File: config.mk
export PLATFORM = sky130hd
export DESIGN_NAME = hazard_fwd_unit_flat
export DESIGN_NICKNAME = d
export VERILOG_FILES = /design/src/rtl/hazard_fwd_unit_if.sv /design/src/rtl/hazard_fwd_unit.sv /design/src/flat_wrapper.sv
export SDC_FILE = /design/constraint.sdc
export NUM_CORES = 1
export LEC_CHECK = 0
export ABC_AREA = 1
export CAP_MARGIN = 20
export CORE_MARGIN = 10
export CORE_UTILIZATION = 47
export DETAILED_ROUTE_END_ITERATION = 12
export GPL_TIMING_DRIVEN = 0
export PLACE_DENSITY_LB_ADDON = 0.3
export SYNTH_ARGS = -nofsm -noshare
export SYNTH_HDL_FRONTEND = slang
export SYNTH_SLANG_ARGS = --single-unit
File: constraint.sdc
create_clock -name clk -period 1.3 [get_ports clk]
set_input_delay 0.13 -clock clk [delete_from_list [all_inputs] [get_ports clk]]
set_output_delay 0.13 -clock clk [all_outputs]
set_load 0.005 [all_outputs]
File: src/rtl/hazard_fwd_unit_if.sv
// D-stage decode fields into the hazard unit, and forward selects plus stall/flush controls back out.
// The controller holds the master modport and the hazard unit holds the slave modport.
interface hazard_fwd_unit_if #(
  parameter int REG_BITS = 5
);
  logic                id_valid;
  logic [REG_BITS-1:0] id_rs1;
  logic [REG_BITS-1:0] id_rs2;
  logic [REG_BITS-1:0] id_rd;
  logic                id_regwrite;
  logic                id_is_load;
  logic                pc_src_e;
  logic [1:0]          fwd_a;
  logic [1:0]          fwd_b;
  logic                stall_f;
  logic                stall_d;
  logic                flush_d;
  logic                flush_e;

  modport master (
    output id_valid, id_rs1, id_rs2, id_rd, id_regwrite, id_is_load, pc_src_e,
    input  fwd_a, fwd_b, stall_f, stall_d, flush_d, flush_e
  );

  modport slave (
    input  id_valid, id_rs1, id_rs2, id_rd, id_regwrite, id_is_load, pc_src_e,
    output fwd_a, fwd_b, stall_f, stall_d, flush_d, flush_e
  );
endinterface

File: src/rtl/hazard_fwd_unit.sv
// Hazard/forwarding control for the 5-stage RV32I pipeline: outputs are combinational from the E/M/W tag
// shadow and the D-stage fields (zero latency); the tags advance every edge, and a load-use stall holds F/D for one cycle.
module hazard_fwd_unit #(
  parameter int REG_BITS = 5
) (
  input  logic                clk,
  input  logic                reset,
  hazard_fwd_unit_if.slave    hz
);

  typedef struct packed {
    logic                valid;
    logic [REG_BITS-1:0] rs1;
    logic [REG_BITS-1:0] rs2;
    logic [REG_BITS-1:0] rd;
    logic                regwrite;
    logic                is_load;
  } e_ent_t;

  typedef struct packed {
    logic [REG_BITS-1:0] rd;
    logic                regwrite;
  } mw_ent_t;

  e_ent_t  e_q, e_d;
  mw_ent_t m_q, m_d;
  mw_ent_t w_q, w_d;
  logic    lduse;
  logic    flush_e_int;

  // MEM beats WB so that the newest producer wins; x0 and invalid E slots never forward.
  function automatic logic [1:0] fwd_sel(input logic                e_vld,
                                         input logic [REG_BITS-1:0] rs,
                                         input mw_ent_t             m,
                                         input mw_ent_t             w);
    logic [1:0] sel;
    sel = 2'd0;
    if (e_vld && (rs != '0)) begin
      if (m.regwrite && (m.rd == rs))      sel = 2'd2;
      else if (w.regwrite && (w.rd == rs)) sel = 2'd1;
    end
    return sel;
  endfunction

  always_comb begin
    lduse = e_q.valid && e_q.is_load && e_q.regwrite && (e_q.rd != '0) && hz.id_valid &&
            ((e_q.rd == hz.id_rs1) || (e_q.rd == hz.id_rs2));
  end

  assign flush_e_int = lduse | hz.pc_src_e;

  assign hz.fwd_a   = fwd_sel(e_q.valid, e_q.rs1, m_q, w_q);
  assign hz.fwd_b   = fwd_sel(e_q.valid, e_q.rs2, m_q, w_q);
  assign hz.stall_f = lduse & ~hz.pc_src_e;
  assign hz.stall_d = lduse & ~hz.pc_src_e;
  assign hz.flush_d = hz.pc_src_e;
  assign hz.flush_e = flush_e_int;

  always_comb begin
    e_d = '0;
    if (!flush_e_int) begin
      e_d.valid    = hz.id_valid;
      e_d.rs1      = hz.id_rs1;
      e_d.rs2      = hz.id_rs2;
      e_d.rd       = hz.id_rd;
      e_d.regwrite = hz.id_regwrite;
      e_d.is_load  = hz.id_is_load;
    end
    m_d.rd       = e_q.rd;
    m_d.regwrite = e_q.regwrite;
    w_d          = m_q;
  end

  always_ff @(posedge clk) begin
    if (reset) begin
      e_q <= '0;
      m_q <= '0;
      w_q <= '0;
    end else begin
      e_q <= e_d;
      m_q <= m_d;
      w_q <= w_d;
    end
  end

endmodule

File: src/flat_wrapper.sv
// flat-port wrapper written by rule: the top's interface ports become plain ports
module hazard_fwd_unit_flat 
#(
  parameter int REG_BITS = 5
)
  (clk, reset, hz_id_valid, hz_id_rs1, hz_id_rs2, hz_id_rd, hz_id_regwrite, hz_id_is_load, hz_pc_src_e, hz_fwd_a, hz_fwd_b, hz_stall_f, hz_stall_d, hz_flush_d, hz_flush_e);
  hazard_fwd_unit_if #(.REG_BITS(REG_BITS)) hz_i ();
  input  logic clk;
  input  logic reset;
  input wire logic [$bits(hz_i.id_valid)-1:0] hz_id_valid;
  input wire logic [$bits(hz_i.id_rs1)-1:0] hz_id_rs1;
  input wire logic [$bits(hz_i.id_rs2)-1:0] hz_id_rs2;
  input wire logic [$bits(hz_i.id_rd)-1:0] hz_id_rd;
  input wire logic [$bits(hz_i.id_regwrite)-1:0] hz_id_regwrite;
  input wire logic [$bits(hz_i.id_is_load)-1:0] hz_id_is_load;
  input wire logic [$bits(hz_i.pc_src_e)-1:0] hz_pc_src_e;
  output wire logic [$bits(hz_i.fwd_a)-1:0] hz_fwd_a;
  output wire logic [$bits(hz_i.fwd_b)-1:0] hz_fwd_b;
  output wire logic [$bits(hz_i.stall_f)-1:0] hz_stall_f;
  output wire logic [$bits(hz_i.stall_d)-1:0] hz_stall_d;
  output wire logic [$bits(hz_i.flush_d)-1:0] hz_flush_d;
  output wire logic [$bits(hz_i.flush_e)-1:0] hz_flush_e;
  assign hz_i.id_valid = hz_id_valid;
  assign hz_i.id_rs1 = hz_id_rs1;
  assign hz_i.id_rs2 = hz_id_rs2;
  assign hz_i.id_rd = hz_id_rd;
  assign hz_i.id_regwrite = hz_id_regwrite;
  assign hz_i.id_is_load = hz_id_is_load;
  assign hz_i.pc_src_e = hz_pc_src_e;
  assign hz_fwd_a = hz_i.fwd_a;
  assign hz_fwd_b = hz_i.fwd_b;
  assign hz_stall_f = hz_i.stall_f;
  assign hz_stall_d = hz_i.stall_d;
  assign hz_flush_d = hz_i.flush_d;
  assign hz_flush_e = hz_i.flush_e;
  hazard_fwd_unit #(.REG_BITS(REG_BITS)) u_core (.clk(clk), .reset(reset), .hz(hz_i));
endmodule
==> impl_results.md, run 1 <==
* Status: finished with violations
* Violated checks: negative setup slack
* Max Buffers Root-to-Sink at 2
* Fin util at 72.35%
* Aggregate global-route resource usage at 12.34%
* Area grow syn2layout at 45.60%
* Critical path fanouts, max at 4
* Crit path cell chain: inv_2, nand2_1, nand2_1, nor2_2, nand3_1, nand2_1, nand2_2, nor2_4, buf_6, buf_6
* Post-Syn Nets at 218
* Die Span Y at 74.46 um
* I/O Buffers at 28
* Largest net degree at the start of global routing at 11
* Reg clk slew, reported paths at 90 ps
* Worst hold-check slack at 319.7 ps
* Post-Syn Area per Cell at 7.075 sq um
* Worst Path Arrival at 1540 ps
* Final Hold Fails at 0
* Final net count at 264
* First-pass GRT wire length at 5.326 mm
* Synth Warn # at 0
* Diode count at 0
* Hold depth at 3
* FF+latch count, synth at 30
* TritonCTS buffer count at 5
* Clk Latency, worst-skew pair at 320 ps
* Final Cycle Share at 128.2%
* CTS tree: built
* EDFF count, synth at 0
* Max Fclk at 599.8 MHz
* Via Count at 1306
* Synth unique cells at 24
* Clock skew at 2.276 ps
* Starting Density at 49.69%
* RSZ-0062 raised after global routing: true
* CP Launch Type: flop
* Setup Crit Path Kind: reg -> out
* CP endpoint kind: primary output
* Final WS setup at -367.2 ps
* Vias in the first global route at 1246
* Yosys top cell by area: dfxtp_1
* H-Tree Depth at 2
* Leakage at 0.9597 nW
* WP data required at 1170 ps
* Total wire length at 3.470 mm
* RePlAce Congestion at 0.8220
* WP buf/inv at 3
* DP Cell Count at 256
* Max Cap Viol at 0
* Hold Buf Count CTS at 0
* Fin crit period at 1667 ps
* Worst slew pin tran at 442.5 ps
* Core area at 2805 sq um
* Power Dens Cells at 906.2 nW/um^2
* Gate Count Post-Synth at 197
* Most numerous cell in the Yosys netlist: inv_1
* Setup violators final at 25
* Antenna-violating nets left at 0
* Post-synthesis sequential area ratio at 43.09%
* DP HPWL at 2.397 mm
* Total power at 1.839 mW
* 1st-iter DRT viols at 81
* Slew Viols, Final at 0
* Commonest cells in the netlist: inv_1 (41), nand2_1 (38), nor2_1 (31), dfxtp_1 (30), nor2_2 (9)
* Die ar. at 5544 sq um
* Relative slew slack at 70.50%
* Die Wd at 74.46 um
* Synth top area share at 43.09%
* Antenna violations before repair at 0
* Most used cell, CP: nand2_1
* I/O pin count at 29
* Crit path depth at 10
* Main flop type after synthesis: dfxtp_1
* Worst reg2reg path depth at 12
* Pre-CTS setup slack at -763.4 ps
* Grt ovf at 0
* DRT Pass-1 Iters at 4
* Synthesized cell area at 1394 sq um
* Slowest stage cell, crit path: dfxtp_2
* DRC Markers at 0
* Critical path's top delay family: simple AND/OR/NAND/NOR gates
* Synth async-reset ratio at 0%
* Vias per inst at 4.749
* Wirelength per Cell at 12.62 um
* Clk root buf: clkbuf_4
* VDD IR max at 0.0007376 V
* Row cnt at 19
* Type of the worst min-delay path: in -> reg
* TritonCTS sink count at 30
* Crit-path max cell delay at 360 ps
* Final Non-Filler Cells at 275
* Layout cell share with drive strength beyond 1 at 40.57%
* Synth area leaders: dfxtp_1 (43%), inv_1 (11%), nand2_1 (10%), nor2_1 (8.3%), nor2_2 (4.0%)
==> power by group <==
| part | switching, mW | internal (mW) |
|---|---|---|
| registers | 0.0356 | 0.947 |
| logic | 0.135 | 0.154 |
| clock network | 0.306 | 0.262 |
| total | 0.477 | 1.36 |
==> flip-flops by register name, indices dropped and copies added (netlist names) <==
register	cells
u_core.e_q	18
u_core.w_q	6
u_core.m_q	6
==> stage by stage <==
stage	area (sq um)	TNS, ps
detailed placement	1713	-7642
CTS	1901	-3847
floorplan	1394	0
global route	2029	-7781
global placement	1713	-6984
finish	2029	-5995
==> path summary, 6_finish.rpt <==
path / start / end / slack (ps)
max: u_core.e_q[5] / hz_stall_f / -370
min: hz_id_rd[4] / u_core.e_q[6] / 320
min reg2reg: u_core.e_q[1] / u_core.m_q[0] / 450
max reg2reg: u_core.e_q[5] / u_core.e_q[9] / -250
==> routing by layer <==
metal / up-vias / track usage, % / share of wire [%]
met4: 0 / 5.042 / 1.7
met1: 573 / 12.89 / 40
met2: 39 / 20.85 / 51
met5: - / 0 / 0
li1: 687 / - / -
met3: 7 / 5.984 / 7.5
==> layout make-up <==
cell class | instances | area (sq um)
multi-input cells | 120 | 713.2
flip-flops and latches | 30 | 640.6
clock inverters | 1 | 5.005
fillers | 220 | 775.7
well taps | 31 | 38.79
clock buffers | 7 | 55.05
plain buffers | 3 | 22.52
inverters | 43 | 168.9
repair buffers | 40 | 385.4
==> cells in the final DEF, fill, tap and decap left out, types with 6 or more instances in the layout <==
cell type	netlist	final
clkdlybuf4s50_1	0	20
dfxtp_2	0	17
inv_1	41	32
dfxtp_1	30	8
nor2_2	9	14
buf_6	0	6
nor2_1	31	23
inv_2	2	9
nand2_1	38	33
buf_4	2	8
==> worst register-to-register path: cells and delay by family (launching register included) <==
family | cells | cell delay [ps]
and+or+nand+nor | 8 | 650
buffers and inverters | 4 | 450
DFF | 1 | 360
==> timing repair <==
action                                  4_1_cts  5_1_grt
setup buffers                                 7        4
cloned                                        1        0
endpoints found under the setup margin       18       25
resized for setup                            70       41
pin swaps                                    16       14
==> cells by family (layout without fill, tap and decap cells) <==
kind of cell              Yosys count  count (layout)  synth area share [%]
and+or+nand+nor                    95              95                 30.88
buffers and inverters              47              94                 14.00
DFF                                30              30                 43.09
AOI/OAI and AO/OA                  16              16                 6.374
xor gates and xnor gates            9               9                 5.655
No activity file was read; power rests on OpenSTA's default activity.
==> run 2: changes to the inputs <==
Settings changed: CORE_UTILIZATION 47 to 50, CTS_CLUSTER_DIAMETER from default to 40.
==> run 2 against run 1 <==
  * The run still ends with negative setup slack left
  * Utilization up 0.41 points
  * Final cell count up 0.36%
  * Sequential power about the same
  * Routed wire length down 4.1%
  * Clock skew up 3.8 ps
  * Die area down 4.4%
  * Critical endpoint is now u_core.e_q[9]
  * Largest cell class unchanged
  * Largest power group unchanged
==> impl_results.md, run 2 (synthesis results as in run 1) <==
* Status: finished with violations
* Violated checks: negative setup slack
* DP HPWL at 2.359 mm
* Grt ovf at 0
* Total negative slack at -7428 ps
* Largest net degree at the start of global routing at 11
* Max Cap Viol at 0
* GR Util met3 at 5.714%
* CP Launch Type: flop
* Reg clk slew, reported paths at 90 ps
* R2r setup slk at -350 ps
* CP endpoint kind: flop
* Sw Ratio at 25.95%
* Row cnt at 19
* Clk Latency, worst-skew pair at 330 ps
* RePlAce Congestion at 0.8368
* Hold Buf Count CTS at 0
* Worst reg2reg path startpoint: u_core.e_q[4]
* Relative slew slack at 70.74%
* Vias in the first global route at 1240
* Area grow syn2layout at 41.47%
* Most frequent cells in the layout: nand2_1 (36), inv_1 (32), nor2_1 (29), clkdlybuf4s50_1 (20), dfxtp_2 (16)
* Top Registers: u_core.e_q: 18 flops, u_core.m_q: 6 flops, u_core.w_q: 6 flops
* Fin crit period at 1653 ps
* Crit-path max cell delay at 350 ps
* H-Tree Depth at 2
* Worst setup path startpoint: u_core.e_q[4]
* Reg power frac at 53.1%
* Vias per inst at 4.801
* DRT Pass-1 Iters at 4
* I/O pin count at 29
* Biggest register: u_core.e_q
* Power Internal at 1.366 mW
* Critical path fanouts, max at 5
* Die Wd at 72.80 um
* Layout cell share with drive strength beyond 1 at 34.29%
* Core area at 2710 sq um
* Max reg flops at 18
* CTS tree: built
* Commonest non-fill, non-tap cell in the layout: nand2_1
* Met1 usage at 13.02%
* Worst Setup EP: u_core.e_q[9]
* 1st-iter DRT viols at 133
* Max Buffers Root-to-Sink at 2
* Total wire length at 3.326 mm
* Antenna violations before repair at 0
* Final Hold Fails at 0
* Grt met2 use at 20.81%
* Leakage at 0.9578 nW
* Part of the power in the clock network at 31.6%
* Total power at 1.845 mW
* Worst reg2reg path depth at 14
* First-pass GRT wire length at 5.168 mm
* Final WS setup at -353.4 ps
* Final net count at 265
* Crit path cell chain: inv_2, nand2_1, nand2_1, nor2_2, nand3_1, nand2_2, nand2_2, buf_4, buf_6, buf_6, nand3_4, buf_12, buf_16, nor2_2
* VDD IR max at 0.0009086 V
* Wirelength per Cell at 12.05 um
* Slowest stage cell, crit path: dfxtp_2
* Antenna-violating nets left at 0
* Switch Pwr at 0.4787 mW
* WP data required at 1540 ps
* GR peak layer: met2
* Die ar. at 5300 sq um
* Clock skew at 6.062 ps
* TritonCTS sink count at 30
* I/O Buffers at 28
* R2R Path End: u_core.e_q[9]
* Final Cycle Share at 127.2%
* DRC Markers at 0
* Setup violators final at 25
* Setup Crit Path Kind: reg -> reg
* Starting Density at 51.43%
* Via Count at 1325
* Slew Viols, Final at 0
* Clk root buf: clkbuf_4
* Worst slew pin tran at 438.9 ps
* Power Dens Cells at 935.5 nW/um^2
* TritonCTS buffer count at 5
* Aggregate global-route resource usage at 12.65%
* Type of the worst min-delay path: in -> reg
* Max Fclk at 604.8 MHz
* RSZ-0062 raised after global routing: true
* Diode count at 0
* Die Span Y at 72.80 um
* Combinational share of power at 15.2%
* Worst Path Arrival at 1890 ps
## run 2: cell types whose count changed in the layout (fill, tap and decap cells not counted), sizes merged
cell  delta
buf      +1
## run 2: stage by stage
step	util [%]	cell area, sq um	cells	setup WS (ps)	hold WS [ps]
5_1_grt	72.76	1972	276	-486.2	309.6
6_report	72.76	1972	276	-353.4	309.7
4_1_cts	70.13	1901	274	-337.9	301.8
3_5_place_dp	63.20	1713	256	-742.0	438.2
3_3_place_gp	63.20	1713	256	-719.3	432.2
2_1_floorplan	-	1394	197	105.4	202.4
## run 2: timing repair
action / CTS / global route
gates resized for setup: 55 / 29
endpoints found under the setup margin: 18 / 25
pin swaps: 13 / 12
setup buffers: 9 / 2
cloned: 1 / 0
## run 2: worst max-delay path: cells and delay by family (launching register included)
family,cells,cell delay (ps)
and+or+nand+nor,8,580
buffers and inverters,6,620
DFF,1,350
## run 2: worst min path at each step
stage          slack [ps]      startpoint  cells after the start            end
6_report              310     hz_id_rd[1]                      3  u_core.e_q[3]
4_1_cts               300   hz_id_is_load                      3  u_core.e_q[0]
5_1_grt               310  hz_id_regwrite                      3  u_core.e_q[1]
3_3_place_gp          430   u_core.e_q[1]                      2  u_core.m_q[0]
3_5_place_dp          440   u_core.e_q[1]                      2  u_core.m_q[0]
2_1_floorplan         200           reset                      1  u_core.w_q[0]
## run 2: cell type report
type / instances / area [sq um]
Buffer: 4 / 38.79
Clock buffer: 7 / 55.05
Clock inverter: 1 / 5.005
Fill cell: 209 / 738.2
Inverter: 43 / 161.4
Multi-Input combinational cell: 120 / 646.9
Sequential cell: 30 / 631.9
Tap cell: 31 / 38.79
Timing Repair Buffer: 40 / 394.1
## run 2: power by group through the flow
stage / sequential [mW] / clock [mW] / combinational, mW
6_report: 0.980 / 0.583 / 0.281
5_1_grt: 0.984 / 0.615 / 0.313
4_1_cts: 0.981 / 0.587 / 0.264
3_5_place_dp: 0.998 / 0 / 0.232
3_3_place_gp: 0.997 / 0 / 0.228
2_1_floorplan: 0.990 / 0 / 0.137
## run 2: routing by layer
metal,wire [um],vias to the layer above
met5,0,-
met4,81,0
met3,241,8
met2,1632,44
met1,1370,585
li1,-,688
==> run 3: changes to the inputs <==
Settings changed: RECOVER_POWER from default to 50.
==> run 3 against run 2 <==
  * Utilization about the same
  * The flow still finishes with violations (negative setup slack)
  * Combinational power about the same
  * Die area unchanged
==> impl_results.md, run 3 (synthesis results as in run 1) <==
* Status: finished with violations
* Violated checks: negative setup slack
* Die Span Y at 72.80 um
* Setup Crit Path Kind: reg -> reg
* Worst hold-check slack at 309.7 ps
* CTS tree: built
* Core area at 2710 sq um
* DP Cell Count at 256
* Relative slew slack at 70.74%
* R2R Path End: u_core.e_q[9]
* Most frequent cells in the layout: nand2_1 (36), inv_1 (32), nor2_1 (29), clkdlybuf4s50_1 (19), dfxtp_2 (15)
* Die Wd at 72.80 um
* Min-delay src: hz_id_rd[1]
* Part of the power in the clock network at 31.6%
* RePlAce Congestion at 0.8368
* Row cnt at 19
* Via Count at 1325
* Wirelength per Cell at 12.05 um
* H-Tree Depth at 2
* Power Dens Cells at 935.7 nW/um^2
* Antenna violations before repair at 0
* Final Cycle Share at 127.2%
* Worst reg2reg path startpoint: u_core.e_q[4]
* Seq. cell area at 630.6 sq um
* Total wire length at 3.325 mm
* Final net count at 265
* Leakage at 0.9576 nW
* 1st-iter DRT viols at 133
* Hold Buf Count CTS at 0
* Total power at 1.844 mW
* Aggregate global-route resource usage at 12.65%
* Antenna-violating nets left at 0
* Fillers at 210
* DRT Pass-1 Iters at 4
* TritonCTS buffer count at 5
* Vias per inst at 4.801
* Layout cell share with drive strength beyond 1 at 33.88%
* Final Hold Fails at 0
* I/O Buffers at 28
* Fin crit period at 1653 ps
* Max Cap Viol at 0
* Worst reg2reg path depth at 14
* Hold depth at 3
* Pre-CTS setup slack at -742.0 ps
* Commonest non-fill, non-tap cell in the layout: nand2_1
* Area of the multi-input gates at 646.9 sq um
* Type of the worst min-delay path: in -> reg
* Worst Path Arrival at 1890 ps
* Combinational share of power at 15.2%
* Critical path fanouts, max at 5
* R2r setup slk at -350 ps
* Worst Hold Path EP: u_core.e_q[3]
* WP data required at 1540 ps
* Diode count at 0
* Max Fclk at 604.8 MHz
* Power Internal at 1.365 mW
* Vias in the first global route at 1240
* VDD IR max at 0.0009086 V
* Total negative slack at -7476 ps
* I/O pin count at 29
* Sw Ratio at 25.96%
* Max Buffers Root-to-Sink at 2
* Starting Density at 51.43%
* TritonCTS sink count at 30
* Biggest register: u_core.e_q
* Final Non-Filler Cells at 276
* Grt ovf at 0
* Final WS setup at -353.4 ps
* DP HPWL at 2.359 mm
* Clk root buf: clkbuf_4
* Clock skew at 6.062 ps
* Area grow syn2layout at 41.38%
* CP Launch Type: flop
* Max reg flops at 18
* Clk Latency, worst-skew pair at 330 ps
* Top Registers: u_core.e_q: 18 flops, u_core.m_q: 6 flops, u_core.w_q: 6 flops
* RSZ-0062 raised after global routing: true
* Reg power frac at 53.2%
* Setup violators final at 25
* DRC Markers at 0
* CP endpoint kind: flop
* Die ar. at 5300 sq um
* Slew Viols, Final at 0
* Switch Pwr at 0.4787 mW
* Largest net degree at the start of global routing at 11
* First-pass GRT wire length at 5.168 mm
* Worst slew pin tran at 438.8 ps
* Reg clk slew, reported paths at 90 ps
==> run 3: changes by cell type in the layout (fill, tap and decap cells not counted) <==
cell,change
clkdlybuf4s50_1,-1
dfxtp_1,+1
dfxtp_2,-1
dlygate4sd3_1,+1
==> run 3: stage by stage <==
| step | instance area, sq um | utilization, % |
|---|---|---|
| floorplan | 1394 | - |
| global placement | 1713 | 63.20 |
| detailed placement | 1713 | 63.20 |
| CTS | 1901 | 70.13 |
| global route | 1971 | 72.71 |
| finish | 1971 | 72.71 |
==> run 3: what timing repair did <==
action	in CTS	in global routing
pin swaps	13	12
gates cloned	1	0
setup endpoints to repair	18	25
gates resized for setup	55	29
buffers inserted	9	2
==> run 3: cell type report <==
type	count	area share (%)
Inverter	43	8.190
Sequential cell	30	32.00
Clock buffer	7	2.794
Timing Repair Buffer	40	20.00
Tap cell	31	1.968
Multi-Input combinational cell	120	32.83
Buffer	4	1.968
Clock inverter	1	0.2540
==> run 3: routing by layer <==
layer  GRT usage [%]  up-vias  share of wire (%)
met5               0        -                  0
met4           7.173        0                2.4
li1                -      688                  -
met2           20.81       44                 49
met3           5.714        8                7.2
met1           13.02      585                 41
==> run 3: how the worst max path moves through the flow <==
| stage | startpoint | endpoint | slack, ps | depth (start not counted) |
|---|---|---|---|---|
| after floorplan | u_core.e_q[2] | hz_stall_f | 110 | 9 |
| after global placement | hz_id_rs1[2] | hz_stall_f | -720 | 11 |
| after detailed placement | hz_id_rs1[2] | hz_stall_f | -740 | 11 |
| after CTS | u_core.e_q[5] | hz_stall_f | -340 | 10 |
| after global routing | u_core.e_q[4] | hz_stall_f | -490 | 10 |
| final | u_core.e_q[4] | u_core.e_q[9] | -350 | 14 |
==> run 3: power by group through the flow <==
stage	Sequential [mW]	Combinational, mW	Clock, mW
floorplan	0.990	0.137	0
global placement	0.997	0.228	0
detailed placement	0.998	0.232	0
CTS	0.981	0.264	0.587
global route	0.984	0.312	0.615
finish	0.980	0.280	0.583
==> run 3: critical path, cell delays in order, from the launching register on <==
cell and delay, ps:
dfxtp_2 350, inv_2 50, nand2_1 60, nand2_1 60, nor2_2 120, nand3_1 90, nand2_2 90, nand2_2 60
buf_4 140, buf_6 100, buf_6 100, nand3_4 70, buf_12 120, buf_16 110, nor2_2 30
